<file path="src/rtl/p_fxp_acc_seq.sv">
// p_fxp_acc_seq: multi-beat accumulation sequencer for the fixed-point adder tree.
// Each beat of IN elements is reduced by p_fxp_acc. The beat sum is added into a running
// partial sum with p_fxp_add. The final sum is presented with a sticky overflow flag.
// The package, the saturating adder and the tree are kept in this file so that it is self-contained.
//
// Handshake rules (both ports): a transfer happens on a rising edge where valid and ready are
// both high. The producer holds valid and data stable until that edge. Ready may be high
// without valid. in_ready and out_valid are registered and only change on clock edges.

package p_fxp_pkg;
  // Fixed-point format: total width and number of fractional bits.
  typedef struct packed {
    int prec;
    int frac;
  } fxp_conf_t;

  localparam fxp_conf_t DCONF_FXP = '{prec: 16, frac: 8};
endpackage

`ifndef DEF_DCONF_FXP
`define DEF_DCONF_FXP p_fxp_pkg::DCONF_FXP
`endif

// p_fxp_add: two's-complement add of two values in the same format, saturating to the
// representable range. ovf flags any clipping, udf flags clipping at the negative bound, and
// rounded is always 0 because input and output formats are identical.
module p_fxp_add #(
  parameter p_fxp_pkg::fxp_conf_t CONF = `DEF_DCONF_FXP,
  localparam int PREC = CONF.prec
) (
  input  logic [PREC-1:0] a,
  input  logic [PREC-1:0] b,
  output logic [PREC-1:0] y,
  output logic            ovf,
  output logic            udf,
  output logic            rounded
);
  logic [PREC:0] sum_w;

  assign sum_w = {a[PREC-1], a} + {b[PREC-1], b};

  // Detect sign disagreement between the guard bit and the result MSB, then clip.
  always_comb begin
    ovf     = sum_w[PREC] ^ sum_w[PREC-1];
    udf     = ovf & sum_w[PREC];
    rounded = 1'b0;
    if (ovf) begin
      y = sum_w[PREC] ? {1'b1, {(PREC-1){1'b0}}} : {1'b0, {(PREC-1){1'b1}}};
    end else begin
      y = sum_w[PREC-1:0];
    end
  end
endmodule

// p_fxp_acc: balanced binary adder tree over IN elements. The tree is padded with zeros up to
// the next power of two. Every node is a saturating p_fxp_add, so a clipped stage propagates
// its clipped value upward. The flags are the OR over all nodes.
module p_fxp_acc #(
  parameter int IN = 8,
  parameter p_fxp_pkg::fxp_conf_t CONF = `DEF_DCONF_FXP,
  localparam int PREC = CONF.prec
) (
  input  logic [IN-1:0][PREC-1:0] in_data,
  output logic [PREC-1:0]         sum,
  output logic                    ovf,
  output logic                    udf,
  output logic                    rounded
);
  localparam int LVL = (IN > 1) ? $clog2(IN) : 0;
  localparam int N   = 1 << LVL;

  for (genvar l = 0; l <= LVL; l++) begin : g_lvl
    logic [PREC-1:0] v [N >> l];
    logic            ovf_c;
    logic            udf_c;
    logic            rnd_c;

    if (l == 0) begin : g_leaf
      for (genvar i = 0; i < N; i++) begin : g_in
        if (i < IN) begin : g_real
          assign v[i] = in_data[i];
        end else begin : g_pad
          assign v[i] = '0;
        end
      end
      assign ovf_c = 1'b0;
      assign udf_c = 1'b0;
      assign rnd_c = 1'b0;
    end else begin : g_node
      logic [(N >> l)-1:0] ovf_l;
      logic [(N >> l)-1:0] udf_l;
      logic [(N >> l)-1:0] rnd_l;

      for (genvar k = 0; k < (N >> l); k++) begin : g_add
        p_fxp_add #(.CONF(CONF)) u_add (
          .a       (g_lvl[l-1].v[2*k]),
          .b       (g_lvl[l-1].v[2*k+1]),
          .y       (v[k]),
          .ovf     (ovf_l[k]),
          .udf     (udf_l[k]),
          .rounded (rnd_l[k])
        );
      end
      assign ovf_c = g_lvl[l-1].ovf_c | (|ovf_l);
      assign udf_c = g_lvl[l-1].udf_c | (|udf_l);
      assign rnd_c = g_lvl[l-1].rnd_c | (|rnd_l);
    end
  end

  assign sum     = g_lvl[LVL].v[0];
  assign ovf     = g_lvl[LVL].ovf_c;
  assign udf     = g_lvl[LVL].udf_c;
  assign rounded = g_lvl[LVL].rnd_c;
endmodule

// p_fxp_acc_seq: IDLE -> ACC (one accepted beat per cycle, counted down) -> DONE (hold the
// result until the output handshake) -> IDLE. The dbg_state and dbg_cnt outputs expose the
// sequencer for observation only.
module p_fxp_acc_seq #(
  parameter int IN = 8,
  parameter p_fxp_pkg::fxp_conf_t CONF = `DEF_DCONF_FXP,
  parameter int BEATW = 8,
  localparam int PREC = CONF.prec
) (
  input  logic                    clk,
  input  logic                    reset_,
  input  logic                    start,
  input  logic [BEATW-1:0]        beats,
  output logic                    busy,
  input  logic                    in_valid,
  output logic                    in_ready,
  input  logic [IN-1:0][PREC-1:0] in_data,
  output logic                    out_valid,
  input  logic                    out_ready,
  output logic [PREC-1:0]         out_data,
  output logic                    out_ovf,
  output logic [1:0]              dbg_state,
  output logic [BEATW-1:0]        dbg_cnt
);
  typedef enum logic [1:0] {
    IDLE = 2'd0,
    ACC  = 2'd1,
    DONE = 2'd2
  } state_t;

  state_t          state_q, state_d;
  logic [BEATW-1:0] cnt_q, cnt_d;
  logic [PREC-1:0] acc_q, acc_d;
  logic            ovf_q, ovf_d;
  logic            busy_q, busy_d;
  logic            in_ready_q, in_ready_d;
  logic            out_valid_q, out_valid_d;

  logic [PREC-1:0] tree_sum;
  logic            tree_ovf, tree_udf, tree_rnd;
  logic [PREC-1:0] add_y;
  logic            add_ovf, add_udf, add_rnd;
  logic            beat_acc;
  logic            unused_flags;

  p_fxp_acc #(.IN(IN), .CONF(CONF)) u_tree (
    .in_data (in_data),
    .sum     (tree_sum),
    .ovf     (tree_ovf),
    .udf     (tree_udf),
    .rounded (tree_rnd)
  );

  p_fxp_add #(.CONF(CONF)) u_psum (
    .a       (acc_q),
    .b       (tree_sum),
    .y       (add_y),
    .ovf     (add_ovf),
    .udf     (add_udf),
    .rounded (add_rnd)
  );

  // Only overflow feeds the sticky flag; the other submodule flags are deliberately dropped.
  assign unused_flags = ^{tree_udf, tree_rnd, add_udf, add_rnd};

  assign beat_acc = in_valid & in_ready_q;

  // Next-state and next-datapath values; handshake outputs are derived from the next state
  // so they are registered and change together with the state.
  always_comb begin
    state_d = state_q;
    cnt_d   = cnt_q;
    acc_d   = acc_q;
    ovf_d   = ovf_q;
    case (state_q)
      IDLE: begin
        if (start) begin
          acc_d = '0;
          ovf_d = 1'b0;
          if (beats != '0) begin
            state_d = ACC;
            cnt_d   = beats;
          end else begin
            state_d = DONE;
          end
        end
      end
      ACC: begin
        if (beat_acc) begin
          acc_d = add_y;
          ovf_d = ovf_q | tree_ovf | add_ovf;
          cnt_d = cnt_q - BEATW'(1);
          if (cnt_q == BEATW'(1)) begin
            state_d = DONE;
          end
        end
      end
      DONE: begin
        if (out_valid_q && out_ready) begin
          state_d = IDLE;
        end
      end
      default: begin
        state_d = IDLE;
      end
    endcase
    busy_d      = (state_d != IDLE);
    in_ready_d  = (state_d == ACC);
    out_valid_d = (state_d == DONE);
  end

  // State, datapath and output registers with synchronous active-low reset.
  always_ff @(posedge clk) begin
    if (!reset_) begin
      state_q     <= IDLE;
      cnt_q       <= '0;
      acc_q       <= '0;
      ovf_q       <= 1'b0;
      busy_q      <= 1'b0;
      in_ready_q  <= 1'b0;
      out_valid_q <= 1'b0;
    end else begin
      state_q     <= state_d;
      cnt_q       <= cnt_d;
      acc_q       <= acc_d;
      ovf_q       <= ovf_d;
      busy_q      <= busy_d;
      in_ready_q  <= in_ready_d;
      out_valid_q <= out_valid_d;
    end
  end

  assign busy      = busy_q;
  assign in_ready  = in_ready_q;
  assign out_valid = out_valid_q;
  assign out_data  = acc_q;
  assign out_ovf   = ovf_q;
  assign dbg_state = state_q;
  assign dbg_cnt   = cnt_q;
endmodule

</file>
<file path="config.mk">
export PLATFORM = sky130hd
export DESIGN_NAME = p_fxp_acc_seq
export DESIGN_NICKNAME = d
export VERILOG_FILES = /design/src/rtl/p_fxp_acc_seq.sv
export SDC_FILE = /design/constraint.sdc
export NUM_CORES = 1
export LEC_CHECK = 0
export CAP_MARGIN = 20
export CORE_ASPECT_RATIO = 1.5
export CORE_UTILIZATION = 30
export CTS_BUF_LIST = sky130_fd_sc_hd__clkbuf_4 sky130_fd_sc_hd__clkbuf_8
export CTS_CLUSTER_DIAMETER = 120
export DETAILED_ROUTE_END_ITERATION = 10
export GPL_ROUTABILITY_DRIVEN = 0
export GPL_TIMING_DRIVEN = 1
export PLACE_DENSITY = 0.51
export SETUP_SLACK_MARGIN = 0.4
export SYNTH_ARGS = -nofsm -noshare
export SYNTH_HDL_FRONTEND = slang
export SYNTH_SLANG_ARGS = --single-unit
</file>
<file path="constraint.sdc">
create_clock -name clk -period 12.2 [get_ports clk]
set_input_delay 1.22 -clock clk [delete_from_list [all_inputs] [get_ports clk]]
set_output_delay 1.22 -clock clk [all_outputs]
set_load 0.005 [all_outputs]
</file>
Yosys cells after proc, flatten, opt, wreduce, memory -nomap -nowiden
Cells that the tools add are included.
{"block": "totals", "register_bits": 30, "input_bits": 141, "out_inout_bits": 30, "elab_cells": 78}
{"block": "op_classes", "addsub": 9, "n_eq_ne": 8, "mux": 32, "bitwise": 13, "reduce_logical": 9}
{"operator": "2-to-1 mux 16 bit", "count": 18}
{"operator": "adder 16 x 16 -> 17 bit", "count": 8}
{"operator": "case mux 16 bit (2 select lines)", "count": 1}
{"operator": "2-to-1 mux 8 bit", "count": 3}
{"operator": "case mux 8 bit (2 select lines)", "count": 1}
{"operator": "2-to-1 mux 2 bit", "count": 5}
{"operator": "== test 8 x 1 -> 1 bit (second input constant)", "count": 1}
{"operator": "nonzero test 8 bit", "count": 1}
{"operator": "subtractor 8 x 1 -> 8 bit (second input constant)", "count": 1}
{"operator": "XOR 1 bit", "count": 8}
{"operator": "!= test 2 bit (second input constant)", "count": 3}
{"operator": "case mux 2 bit (3 select lines)", "count": 1}
{"operator": "== test 2 x 1 -> 1 bit (second input constant)", "count": 2}
{"operator": "== test 2 bit (second input constant)", "count": 2}
{"operator": "OR 1 bit", "count": 4}
{"operator": "AND reduction 4 bit", "count": 1}
{"operator": "nonzero test 2 bit", "count": 2}
{"operator": "OR reduction 4 bit", "count": 1}
{"operator": "AND reduction 3 bit", "count": 1}
{"operator": "logical NOT 2 bit", "count": 1}
{"operator": "2-to-1 mux 1 bit", "count": 2}
{"operator": "case mux 1 bit (2 select lines)", "count": 1}
{"operator": "OR reduction 2 bit", "count": 1}
{"operator": "AND 1 bit", "count": 1}
{"operator": "logical AND 1 bit", "count": 1}

Depth between registers and ports, before layout
{"block": "depth", "word_depth": 14, "ltp_mapped": 47}

By module
A second synthesis with hierarchy kept.
{"block": "hier_totals", "cells_unflattened": 1241, "area_unflattened_um2": 9143.8}
{"module": "p_fxp_add at u_tree.g_lvl[1].g_node.g_add[0].u_add ...", "n_inst": 3, "cells_each": 128, "area_each_um2": 940.9, "seq_area_each_um2": 0.0}
{"module": "p_fxp_add at u_tree.g_lvl[2].g_node.g_add[1].u_add ...", "n_inst": 2, "cells_each": 151, "area_each_um2": 1044.8, "seq_area_each_um2": 0.0}
{"module": "p_fxp_add at u_tree.g_lvl[1].g_node.g_add[3].u_add ...", "n_inst": 2, "cells_each": 126, "area_each_um2": 937.1, "seq_area_each_um2": 0.0}
{"module": "p_fxp_acc_seq", "n_inst": 1, "cells_each": 166, "area_each_um2": 1363.8, "seq_area_each_um2": 600.6}
{"module": "p_fxp_add at u_psum", "n_inst": 1, "cells_each": 128, "area_each_um2": 948.4, "seq_area_each_um2": 0.0}
{"module": "p_fxp_acc", "n_inst": 1, "cells_each": 9, "area_each_um2": 45.0, "seq_area_each_um2": 0.0}

Worst setup path after synthesis
Ideal clock, no wire load.
{"block": "synth_timing", "path_kind": "input to register", "startpoint": "input in_data[96] (netlist bit)", "endpoint": "register ovf_q, in the netlist out_ovf", "setup_time_ns": 0.127, "arrival_time_ns": 10.534, "required_ns": 12.073, "path_slack_ns": 1.539, "path_stages": 46, "path_buffers": 3, "path_cell_list": "ha_1 -> fa_1 -> a211oi_1 -> o21ai_0 -> a31o_2 -> a21o_1 -> a21oi_1 -> xor2_1 -> nor2_1 -> buf_2 -> nor2_1 -> ha_1 -> fa_1 -> a211oi_1 -> nor2_1 -> or4_1 -> a311oi_2 -> a21oi_1 -> [... 10 more ...] -> a211oi_1 -> o41ai_1 -> a31oi_1 -> nor2_1 -> clkbuf_1 -> nor2_1 -> ha_1 -> inv_1 -> fa_1 -> nand3b_1 -> a21oi_1 -> o32ai_2 -> o21ai_0 -> a31oi_1 -> xnor2_1 -> nand4b_1 -> nor4b_1 -> a31oi_1"}
{"block": "synth_between", "elab_chain_cells": 14}
{"element": "start, declared", "line": "132", "source": "input logic [IN-1:0][PREC-1:0] in_data,"}
{"element": "adder 16 x 16 -> 17 bit *", "line": "40", "source": "assign sum_w = {a[PREC-1], a} + {b[PREC-1], b};"}
{"element": "2-to-1 mux 16 bit or XOR 1 bit (tied branches)", "line": "48, 44"}
{"element": "2-to-1 mux 16 bit", "line": "47", "source": "if (ovf) begin"}
{"element": "adder 16 x 16 -> 17 bit", "line": "40"}
{"element": "2-to-1 mux 16 bit or XOR 1 bit (tied branches)", "line": "48, 44"}
{"element": "2-to-1 mux 16 bit", "line": "47"}
{"element": "adder 16 x 16 -> 17 bit", "line": "40"}
{"element": "2-to-1 mux 16 bit or XOR 1 bit (tied branches)", "line": "48, 44"}
{"element": "2-to-1 mux 16 bit", "line": "47"}
{"element": "adder 16 x 16 -> 17 bit", "line": "40"}
{"element": "XOR 1 bit", "line": "44", "source": "ovf = sum_w[PREC] ^ sum_w[PREC-1];"}
{"element": "OR 1 bit *", "line": "206", "source": "ovf_d = ovf_q | tree_ovf | add_ovf;"}
{"element": "2-to-1 mux 1 bit *", "line": "204", "source": "if (beat_acc) begin"}
{"element": "case mux 1 bit (2 select lines) *", "line": "190", "source": "case (state_q)"}
{"element": "end signal, assigned", "line": "241", "source": "ovf_q <= ovf_d;"}
{"element": "end, declared", "line": "149", "source": "logic ovf_q, ovf_d;"}
Mark *: on every way between the ends. The rest lies on a longest branch, timed or not. The select of a mux whose other input is x is not followed.
A chain may end at the register's enable or synchronous reset.

Final worst setup path
{"block": "layout_timing", "startpoint": "input in_data[69] (netlist bit)", "endpoint": "register ovf_q, in the netlist out_ovf"}
Same word-level chain as after synthesis.

==> out/results.ini <==
[outcome]
status = finished clean

[logic_synthesis]
post_synth_instance_area_sq_um = 7970
syn-num-nets = 1364
async_flop_share_pct = 0
yosysWarnings = 0
seq_area_frac_synth_pct = 7.53
synth_seq_cells = 30
synthFlopType = dfxtp_1
synth_top_cell_area_share_pct = 20.6
ys_types = 78
synth_area_leaders = ha_1, a21oi_1, dfxtp_1
syn_avg_cell_area_sq_um = 7.36
synth_top_area_cell = ha_1
syn-instance-count = 1084
synth_edf_count = 0

[global_route]
grt_pass1_wl_mm = 39.8
grt-ovfl-total = 0
antenna_found_initial = 0
grt_pass1_vias = 8434
grt_max_degree = 31
grt_usage_pct = 17.7

[timing]
fmax_mhz = 89.7
period_share_pct = 91.3
setup_viol = 0
fin_tns_setup_ns = 0
slew_violations = 0
max_slew_margin_pct = 39.2
clock_skew_ns = 0.0101
grt_setup_unrepaired = false
min_period_ns = 11.14
hold_viol = 0
tightest_slew_ns = 0.910

[placed_design]
hpwlAfterDp_mm = 21.3
portBuffers = 170

[critical_path]
cp-endpoint = out_ovf$_SDFFE_PN0P_
critPathRequiredTime_ns = 12.36
path_buf_inv = 5
r2r_slack_ns = 8.98
cp_slowest_cell = or4b_1
slowest_delay_ns = 0.53
crit_start = in_data[69]
crit_type = input pin to register
endpoint_kind = register
worstSetupPathDepth = 44
reg2reg_depth = 13
r2r_end = out_ovf$_SDFFE_PN0P_
start_kind = input pin
crit_family = compound AO/OA/AOI/OAI gates
crit_fanout = 12
r2r_start = out_data[0]$_SDFFE_PN0P_
crit_arrival_ns = 11.31

[cells_and_area]
antenna_cells = 0
drive_above_1_share_pct = 6.67
area_growth_pct = 30.3
mostFrequentLayoutCells = clkdlybuf4s50_1, a21oi_1, ha_1, o21ai_0, nand2_1
nets = 1538
layout_commonest_cell = clkdlybuf4s50_1

[clocking]
clk_latency_ns = 0.29
cts_hold_buf = 0
clkTransAtPathRegs_ns = 0.06
cts_buffers = 5
htreeDepth = 2
cts_tree = yes
cts_buffer_depth = 2
cts_sinks = 30
cts-root-buf = clkbuf_8

[die]
coreArea_sq_um = 25900
rows = 72
start_util_pct = 30.7
design.die.area_sq_um = 27200
die_h_um = 202
die_x_um = 135
ios = 171

[hold_path]
min_path_type = register to register

[run]
drv_cap = 0

[routing]
drt_wl_total_mm = 24.4
vias = 8455
viasPerCell = 5.31
wl_per_cell_um = 15.3
drtAntennaViolNets = 0
drt_iter0_markers = 265
firstDrtPassIters = 5
drc = 0

-- routing by layer --
layer | track usage (%) | up-vias | wire [um]
li1 | - | 4381 | -
met1 | 19.6 | 3852 | 9860
met2 | 35.5 | 193 | 13300
met3 | 0.882 | 29 | 725
met4 | 4.57 | 0 | 513
met5 | 0 | - | 0
-- sequential cells by signal, indices dropped and copies added (netlist names) --
register,count
dbg_cnt,8
out_data,16
busy,1
dbg_state,2
out_ovf,1
out_valid,1
in_ready,1
-- area by class of cell --
cell class,count,area (sq um)
clock inverter,1,5.00
inverter,56,210
timing repair buffer,192,1870
clock buffer,7,90.1
multi-input combinational,973,7200
tap,333,417
fill,2754,15600
sequential,30,601
-- worst min path at each step --
stage / cells past startpoint / slack, ns / endpoint / from
floorplan: 2 / 0.47 / out_data[5]$_SDFFE_PN0P_ / out_data[5]$_SDFFE_PN0P_
global placement: 2 / 0.49 / out_data[5]$_SDFFE_PN0P_ / out_data[5]$_SDFFE_PN0P_
detailed placement: 2 / 0.49 / out_data[5]$_SDFFE_PN0P_ / out_data[5]$_SDFFE_PN0P_
CTS: 2 / 0.49 / out_data[5]$_SDFFE_PN0P_ / out_data[5]$_SDFFE_PN0P_
global route: 2 / 0.52 / out_data[5]$_SDFFE_PN0P_ / out_data[5]$_SDFFE_PN0P_
finish: 2 / 0.49 / out_data[5]$_SDFFE_PN0P_ / out_data[5]$_SDFFE_PN0P_
-- Yosys cell counts (all sizes together) (8+ instances only) --
cell / number
a211oi: 19
a21boi: 17
a21o: 50
a21oi: 141
a31oi: 13
and3: 10
buf: 10
clkbuf: 15
dfxtp: 30
fa: 8
ha: 131
inv: 56
maj3: 14
nand2: 85
nand2b: 8
nand3: 27
nor2: 61
nor2b: 13
nor3: 18
nor4: 9
o21a: 12
o21ai: 114
o21bai: 19
xnor2: 67
xor2: 40
-- per-stage QoR --
stage / cell area (sq um) / instances / hold slack [ns] / worst slack (ns) / util, %
floorplan: 7970 / 1084 / 0.468 / 1.54 / -
global placement: 10100 / 1578 / 0.489 / 0.315 / 38.9
detailed placement: 10100 / 1578 / 0.485 / 0.231 / 38.9
CTS: 10200 / 1586 / 0.493 / 0.522 / 39.3
global route: 10400 / 1592 / 0.524 / 0.405 / 40.1
finish: 10400 / 1592 / 0.486 / 1.06 / 40.1
-- repair_timing --
item | 4_1_cts | 5_1_grt
buffers inserted | 0 | 6
endpoints found under the setup margin | 0 | 17
gates resized for setup | 0 | 32
-- logic make-up after synthesis --
kind of cell | count (synthesis) | synth area share (%)
xor+xnor | 107 | 12.1
flops | 30 | 7.53
simple gates | 271 | 16.6
fa+ha+maj | 153 | 24.3
mux | 1 | 0.126
buf+inv | 81 | 4.02
compound gates | 441 | 35.3
-- tightest hold or removal path, cell delays in order, from the launching register on --
cell and delay (ns):
dfxtp_1 0.33, nand2_1 0.06, a21boi_1 0.05
Power is left out: the tool's default activity adds up to more than one toggle a clock period on the data nets, which glitch-free logic cannot reach.
